**config.mk**
```make
export PLATFORM = sky130hd
export DESIGN_NAME = emu_ram_scan_mr
export DESIGN_NICKNAME = d
export VERILOG_FILES = /design/src/rtl/emu_ram_scan_mr.sv
export SDC_FILE = /design/constraint.sdc
export NUM_CORES = 2
export LEC_CHECK = 0
export BUFFER_PORTS_ARGS = -buffer_cell sky130_fd_sc_hd__buf_2
export CORE_MARGIN = 5
export CORE_UTILIZATION = 50
export CTS_BUF_LIST = sky130_fd_sc_hd__clkbuf_8
export DETAILED_ROUTE_END_ITERATION = 12
export PLACE_DENSITY = 0.78
export SYNTH_ARGS = -nofsm -noshare
export SYNTH_HDL_FRONTEND = slang
export SYNTH_SLANG_ARGS = --single-unit
```
**constraint.sdc**
```tcl
create_clock -name host_clk -period 20.7 [get_ports host_clk]
set_input_delay 4.14 -clock host_clk [delete_from_list [all_inputs] [get_ports host_clk]]
set_output_delay 4.14 -clock host_clk [all_outputs]
set_load 0.02 [all_outputs]
```
**src/rtl/emu_ram_scan_mr.sv**
```systemverilog
// emu_ram_scan_mr: DEPTH x DATA_WIDTH target RAM with NUM_RD registered read
// ports, one write port, and a CHAIN_WIDTH-bit checkpoint/restore scan chain.
// Optional feature macro: EMU_RAM_SCAN_OVERRUN_EN adds a sticky ram_err output
// and saturates the scan pointer at the chain end instead of wrapping to 0.
module emu_ram_scan_mr #(
  parameter int DATA_WIDTH  = 80,
  parameter int DEPTH       = 8,
  parameter int NUM_RD      = 2,
  parameter int CHAIN_WIDTH = 64
) (
  input  logic                                host_clk,
  input  logic                                rst,
  input  logic                                run_mode,
  input  logic                                scan_mode,
  input  logic [NUM_RD*$clog2(DEPTH)-1:0]     target_raddr,
  output logic [NUM_RD*DATA_WIDTH-1:0]        target_rdata,
  input  logic                                target_wen,
  input  logic [$clog2(DEPTH)-1:0]            target_waddr,
  input  logic [DATA_WIDTH-1:0]               target_wdata,
  input  logic                                ram_sr,
  input  logic                                ram_se,
  input  logic                                ram_sd,
  input  logic [CHAIN_WIDTH-1:0]              ram_di,
  output logic [CHAIN_WIDTH-1:0]              ram_do
`ifdef EMU_RAM_SCAN_OVERRUN_EN
  ,
  output logic                                ram_err
`endif
);

  localparam int AW     = $clog2(DEPTH);
  localparam int CHUNKS = (DATA_WIDTH + CHAIN_WIDTH - 1) / CHAIN_WIDTH;
  localparam int NE     = NUM_RD + DEPTH;
  localparam int EW     = $clog2(NE + 1);
  localparam int CIW    = (CHUNKS > 1) ? $clog2(CHUNKS) : 1;
  localparam int PW     = CHUNKS * CHAIN_WIDTH;
  localparam logic [CIW-1:0] LAST_C = CIW'(CHUNKS - 1);
`ifndef EMU_RAM_SCAN_OVERRUN_EN
  localparam logic [EW-1:0]  LAST_E = EW'(NE - 1);
`endif

  typedef enum logic [1:0] {IDLE, PREFETCH, STREAM} state_t;
  state_t state, state_nxt;

  logic [DATA_WIDTH-1:0]  mem     [DEPTH];
  logic [DATA_WIDTH-1:0]  rdata_q [NUM_RD];
  logic [EW-1:0]          ptr_e, nxt_e, fetch_e;
  logic [CIW-1:0]         ptr_c, nxt_c, fetch_c;
  logic [PW-1:0]          load_buf, assembled, fetch_padded;
  logic [DATA_WIDTH-1:0]  fetch_elem;
  logic [CHAIN_WIDTH-1:0] fetch_word;
  logic scan_ok, run_en, sr_hit, se_hit, dump_step, load_step, load_commit, at_end;

  // Pointer k is kept as (element, chunk) so no divider is needed.
  assign scan_ok     = scan_mode & ~run_mode;
  assign run_en      = run_mode & ~scan_mode;
  assign sr_hit      = scan_ok & ram_sr;
  assign se_hit      = scan_ok & ~ram_sr & ram_se &
                       (ram_sd ? (state != IDLE) : (state == STREAM));
  assign dump_step   = se_hit & ~ram_sd;
  assign load_step   = se_hit & ram_sd & ~at_end;
  assign load_commit = load_step & (ptr_c == LAST_C);
`ifdef EMU_RAM_SCAN_OVERRUN_EN
  assign at_end = (ptr_e == EW'(NE));
`else
  assign at_end = 1'b0;
`endif

  // Scan FSM state register.
  always_ff @(posedge host_clk or posedge rst) begin
    if (rst) state <= IDLE;
    else     state <= state_nxt;
  end

  // Next state: a pointer reset always re-enters PREFETCH; losing scan access idles.
  always_comb begin
    state_nxt = state;
    if (!scan_ok)    state_nxt = IDLE;
    else if (ram_sr) state_nxt = PREFETCH;
    else begin
      case (state)
        IDLE:     state_nxt = PREFETCH;
        PREFETCH: state_nxt = STREAM;
        default:  state_nxt = STREAM;
      endcase
    end
  end

  // Pointer successor: chunks first, then elements; wrap or saturate at the end.
  always_comb begin
    nxt_e = ptr_e;
    nxt_c = ptr_c;
    if (!at_end) begin
      if (ptr_c == LAST_C) begin
        nxt_c = '0;
`ifdef EMU_RAM_SCAN_OVERRUN_EN
        nxt_e = ptr_e + EW'(1);
`else
        nxt_e = (ptr_e == LAST_E) ? '0 : ptr_e + EW'(1);
`endif
      end else begin
        nxt_c = ptr_c + CIW'(1);
      end
    end
  end

  // Select the chain word for ram_do: current word in PREFETCH, successor when streaming.
  always_comb begin
    fetch_e      = (state == STREAM) ? nxt_e : ptr_e;
    fetch_c      = (state == STREAM) ? nxt_c : ptr_c;
    fetch_elem   = '0;
    fetch_padded = '0;
    fetch_word   = '0;
    for (int i = 0; i < NUM_RD; i++)
      if (fetch_e == EW'(i)) fetch_elem = rdata_q[i];
    for (int j = 0; j < DEPTH; j++)
      if (fetch_e == EW'(NUM_RD + j)) fetch_elem = mem[j];
    fetch_padded[DATA_WIDTH-1:0] = fetch_elem;
    for (int i = 0; i < CHUNKS; i++)
      if (fetch_c == CIW'(i)) fetch_word = fetch_padded[i*CHAIN_WIDTH +: CHAIN_WIDTH];
  end

  // Merge the incoming load word into its chunk slot of the assembly buffer.
  always_comb begin
    assembled = load_buf;
    for (int i = 0; i < CHUNKS; i++)
      if (ptr_c == CIW'(i)) assembled[i*CHAIN_WIDTH +: CHAIN_WIDTH] = ram_di;
  end

  // Scan pointer update.
  always_ff @(posedge host_clk or posedge rst) begin
    if (rst) begin
      ptr_e <= '0;
      ptr_c <= '0;
    end else if (sr_hit) begin
      ptr_e <= '0;
      ptr_c <= '0;
    end else if (se_hit) begin
      ptr_e <= nxt_e;
      ptr_c <= nxt_c;
    end
  end

  // Dump output register: filled on prefetch, advanced on every consumed word.
  always_ff @(posedge host_clk or posedge rst) begin
    if (rst) ram_do <= '0;
    else if (scan_ok && !ram_sr && !ram_sd && (state == PREFETCH || dump_step))
      ram_do <= fetch_word;
  end

  // Load assembly buffer; partial elements are dropped when scan access ends.
  always_ff @(posedge host_clk or posedge rst) begin
    if (rst)                     load_buf <= '0;
    else if (!scan_ok || sr_hit) load_buf <= '0;
    else if (load_commit)        load_buf <= '0;
    else if (load_step)          load_buf <= assembled;
  end

  // Read-data registers: read-first target reads, or restore from the chain.
  always_ff @(posedge host_clk or posedge rst) begin
    if (rst) begin
      for (int p = 0; p < NUM_RD; p++) rdata_q[p] <= '0;
    end else if (run_en) begin
      for (int p = 0; p < NUM_RD; p++) rdata_q[p] <= mem[target_raddr[p*AW +: AW]];
    end else if (load_commit) begin
      for (int p = 0; p < NUM_RD; p++)
        if (ptr_e == EW'(p)) rdata_q[p] <= assembled[DATA_WIDTH-1:0];
    end
  end

  // Memory array (not reset): target writes, or restore from the chain.
  always_ff @(posedge host_clk) begin
    if (run_en && target_wen) begin
      mem[target_waddr] <= target_wdata;
    end else if (load_commit) begin
      for (int j = 0; j < DEPTH; j++)
        if (ptr_e == EW'(NUM_RD + j)) mem[j] <= assembled[DATA_WIDTH-1:0];
    end
  end

  // Pack the read-data registers onto the output bus, port 0 in the LSBs.
  always_comb begin
    target_rdata = '0;
    for (int p = 0; p < NUM_RD; p++) target_rdata[p*DATA_WIDTH +: DATA_WIDTH] = rdata_q[p];
  end

`ifdef EMU_RAM_SCAN_OVERRUN_EN
  // Sticky overrun flag: a strobe past the last word, cleared only by ram_sr or rst.
  always_ff @(posedge host_clk or posedge rst) begin
    if (rst)                  ram_err <= 1'b0;
    else if (sr_hit)          ram_err <= 1'b0;
    else if (se_hit && at_end) ram_err <= 1'b1;
  end
`endif

endmodule

```
==> qor.yml <==
finish:
  multiInputGateArea_um2: 26300
  final_net_count: 5052
  fill_cells: 9134
  area_growth_pct: 10.6
  instances_no_fill: 6554
  final_core_util_pct: 55.5
  drive_gt1_share_pct: 21.9
  register_area_um2: 27000
placement:
  gp_congestion: 0.956
  dp_slack_ps: 12090
  hpwl_um: 124000
  place_inst: 6220
  portBuffers: 384
sta:
  rsz0062_at_grt: "false"
  max_freq_mhz: 127
  setup_violations: 0
  tns_ps: 0
  slew-limit-headroom_pct: -5.91
  hold_violations: 0
  tightest_slew_ps: 1590
  period_minus_slack_ps: 7850
  maxSlewViolCount: 3
  setup_ws_ps: 12850
  holdWs_ps: 484
  fin_crit_sh_pct: 37.9
  skew_ps: 39.1
drt:
  ant_nets: 0
  wire_per_inst_um: 32.4
  drtPass1Iterations: 9
  vias: 47100
  viasPerCell: 7.19
  totalWireLength_um: 213000
  drt-initial-drc-count: 7562
  drc: 0
critical_path:
  reg2reg_depth: 10
  cp_max_fo: 64
  startpoint_type: "input port"
  end_kind: "register"
  r2r_start: "ptr_e[1]"
  rr_endpoint: "ram_do[4]"
  r2r_slack_ps: 15330
  worstPathRequired_ps: 21150
  crit_type: "in2reg"
  worstPathArrival_ps: 8300
outcome:
  status: "complete, but fails checks"
  violations: "capacitance limit, slew limit"
floorplanning:
  dieArea_um2: 117000
  ioPinCount: 385
  initial_core_util_pct: 50.2
  die_h_um: 343
  num_rows: 122
  core_um2: 110000
  die_width_um: 343
clocking:
  clk_path_buf_depth: 3
  cts_root_buf: "clkbuf_8"
  post_cts_buffers: 0
  post_cts_resized: 0
  cts_sinks: 951
  clk_pin_slew_ps: 60
  cts_buffers: 157
  htree_num_levels: 4
  cts_tree: "built"
  cts_hold_buf: 0
  clkLatencyLatePin_ps: 860
global_route:
  grt_pass1_wl_um: 306000
  grt_antenna_before_repair: 55
  grt_pass1_vias: 46300
  track_usage_pct: 35.2
  grt_overflow_total: 0
  grt_max_degree: 163
logic_synthesis:
  synthFlopType: "edfxtp_1"
  synth_cell_types: 75
  syn_area_um2: 55300
  yosysTopAreaCellShare_pct: 34.7
  syn-num-nets: 4939
  synthTopCellsByArea: "edfxtp_1, dfrtp_1, mux4_2"
  synth_seq_area_share_pct: 48.8
  postSynthCellCount: 4778
  synth.largest_area_cell: "edfxtp_1"
  syn_area_per_cell_um2: 11.6
  synth_edf_count: 640
  yosysWarnings: 0
  synth_seq_cells: 951
  async_flop_share_pct: 32.7
worst_hold_path:
  hp-start: "load_buf[68]"
  hp-class: "reg2reg"
  min_path_cells: 1
  hold_end: "load_buf[68]"
pwr:
  leakage_nw: 22.9
  ir_drop_mv: 0.0546
  powerDensity_nw_per_um2: 76.2
flow_run:
  drv_cap: 1
-- where the power goes --
| part | switching (mW) | internal [mW] | leakage, nW |
|---|---|---|---|
| clock | 0.819 | 0.847 | 1.80 |
| combinational | 0.466 | 0.292 | 11.3 |
| sequential | 0.112 | 2.12 | 9.82 |
| total | 1.40 | 3.26 | 22.9 |
-- state kept, by name, indices dropped and copies added (netlist names) --
| register | flops |
|---|---|
| target_rdata | 160 |
| load_buf | 80 |
| ptr_c | 1 |
| mem | 640 |
| ptr_e | 4 |
| state | 2 |
| ram_do | 64 |
-- cell type report --
class | instances | share of cell area [%]
multi-input combinational | 3292 | 43.0
inverter | 7 | 0.0552
clock inverter | 111 | 0.939
antenna | 40 | 0.164
tap | 1488 | 3.04
sequential | 951 | 44.2
clock buffer | 183 | 4.12
timing repair buffer | 482 | 4.54
-- stage by stage --
step | power [mW] | instance area (um2)
floorplan | 2.72 | 55300
global placement | 2.99 | 58000
detailed placement | 3.01 | 58000
CTS | 4.63 | 61000
global route | 4.79 | 61100
finish | 4.66 | 61100
-- layout by cell type (no fill, tap or decap), drive strengths merged, types with 99 or more instances in the layout --
cell type	instances
nor2	741
a21oi	670
edfxtp	640
buf	482
mux2i	349
mux4	334
dfrtp	311
clkbuf	183
a211oi	168
a21o	163
a22oi	120
and2	99
-- kinds of logic after synthesis --
logic type,synth area share [%]
multiplexers,19.9
AO/OA/AOI/OAI,18.4
adder cells (fa/ha/maj),0.0905
XOR/XNOR,0.0769
AND/OR/NAND/NOR,8.49
buffers and inverters,4.19
flip-flops,48.8
-- critical path, stage by stage --
cell and delay [ps]:
buf_2 130, or3b_1 560, nor2_4 190, and3_1 530, nand2_8 190, nor4_4 190
buf_4 700, a41o_4 640, buf_4 900
-- worst max-delay path by stage --
stage | from | depth (start not counted) | slack (ps) | end
final | run_mode | 9 | 12850 | mem[2][4]
after CTS | run_mode | 9 | 12950 | mem[2][4]
after global placement | run_mode | 9 | 12170 | mem[2][15]
after detailed placement | run_mode | 9 | 12090 | mem[2][64]
after floorplan | rst | 1 | 7960 | load_buf[0]
after global routing | run_mode | 9 | 12810 | mem[2][4]
-- synthesized netlist by cell type (4+ instances only) --
cell type and n:
mux2i_1 348, a31oi_1 12, maj3_1 5, nand2_1 66, nand2b_1 56, nor3_1 14, buf_2 161, o22ai_1 60
a41o_1 6, mux4_2 334, a221oi_1 73, buf_1 36, inv_1 7, nand3_1 23, nor3_2 4, nor2b_1 6
dfrtp_1 311, o211ai_1 63, o21ai_0 32, o21bai_1 4, a22oi_1 120, edfxtp_1 640, o21a_1 6, o221ai_1 18
a22o_1 65, nand4_1 14, a21o_1 163, and3_1 6, a21oi_1 670, a211oi_2 21, nor4_4 5, a31o_2 4
nor2_1 740, clkbuf_2 58, and3b_1 4, o41ai_1 47, a222oi_1 8, clkbuf_1 267, a211oi_1 147, and2_1 98
-- routing by layer --
layer,GRT usage [%],up-vias,part of all wire [%]
met3,13.6,1139,17
li1,-,18800,-
met2,51.7,4505,43
met4,23.0,24,7.6
met5,0.531,-,0.11
met1,43.5,22600,33
No activity file was read; power rests on OpenSTA's default activity.
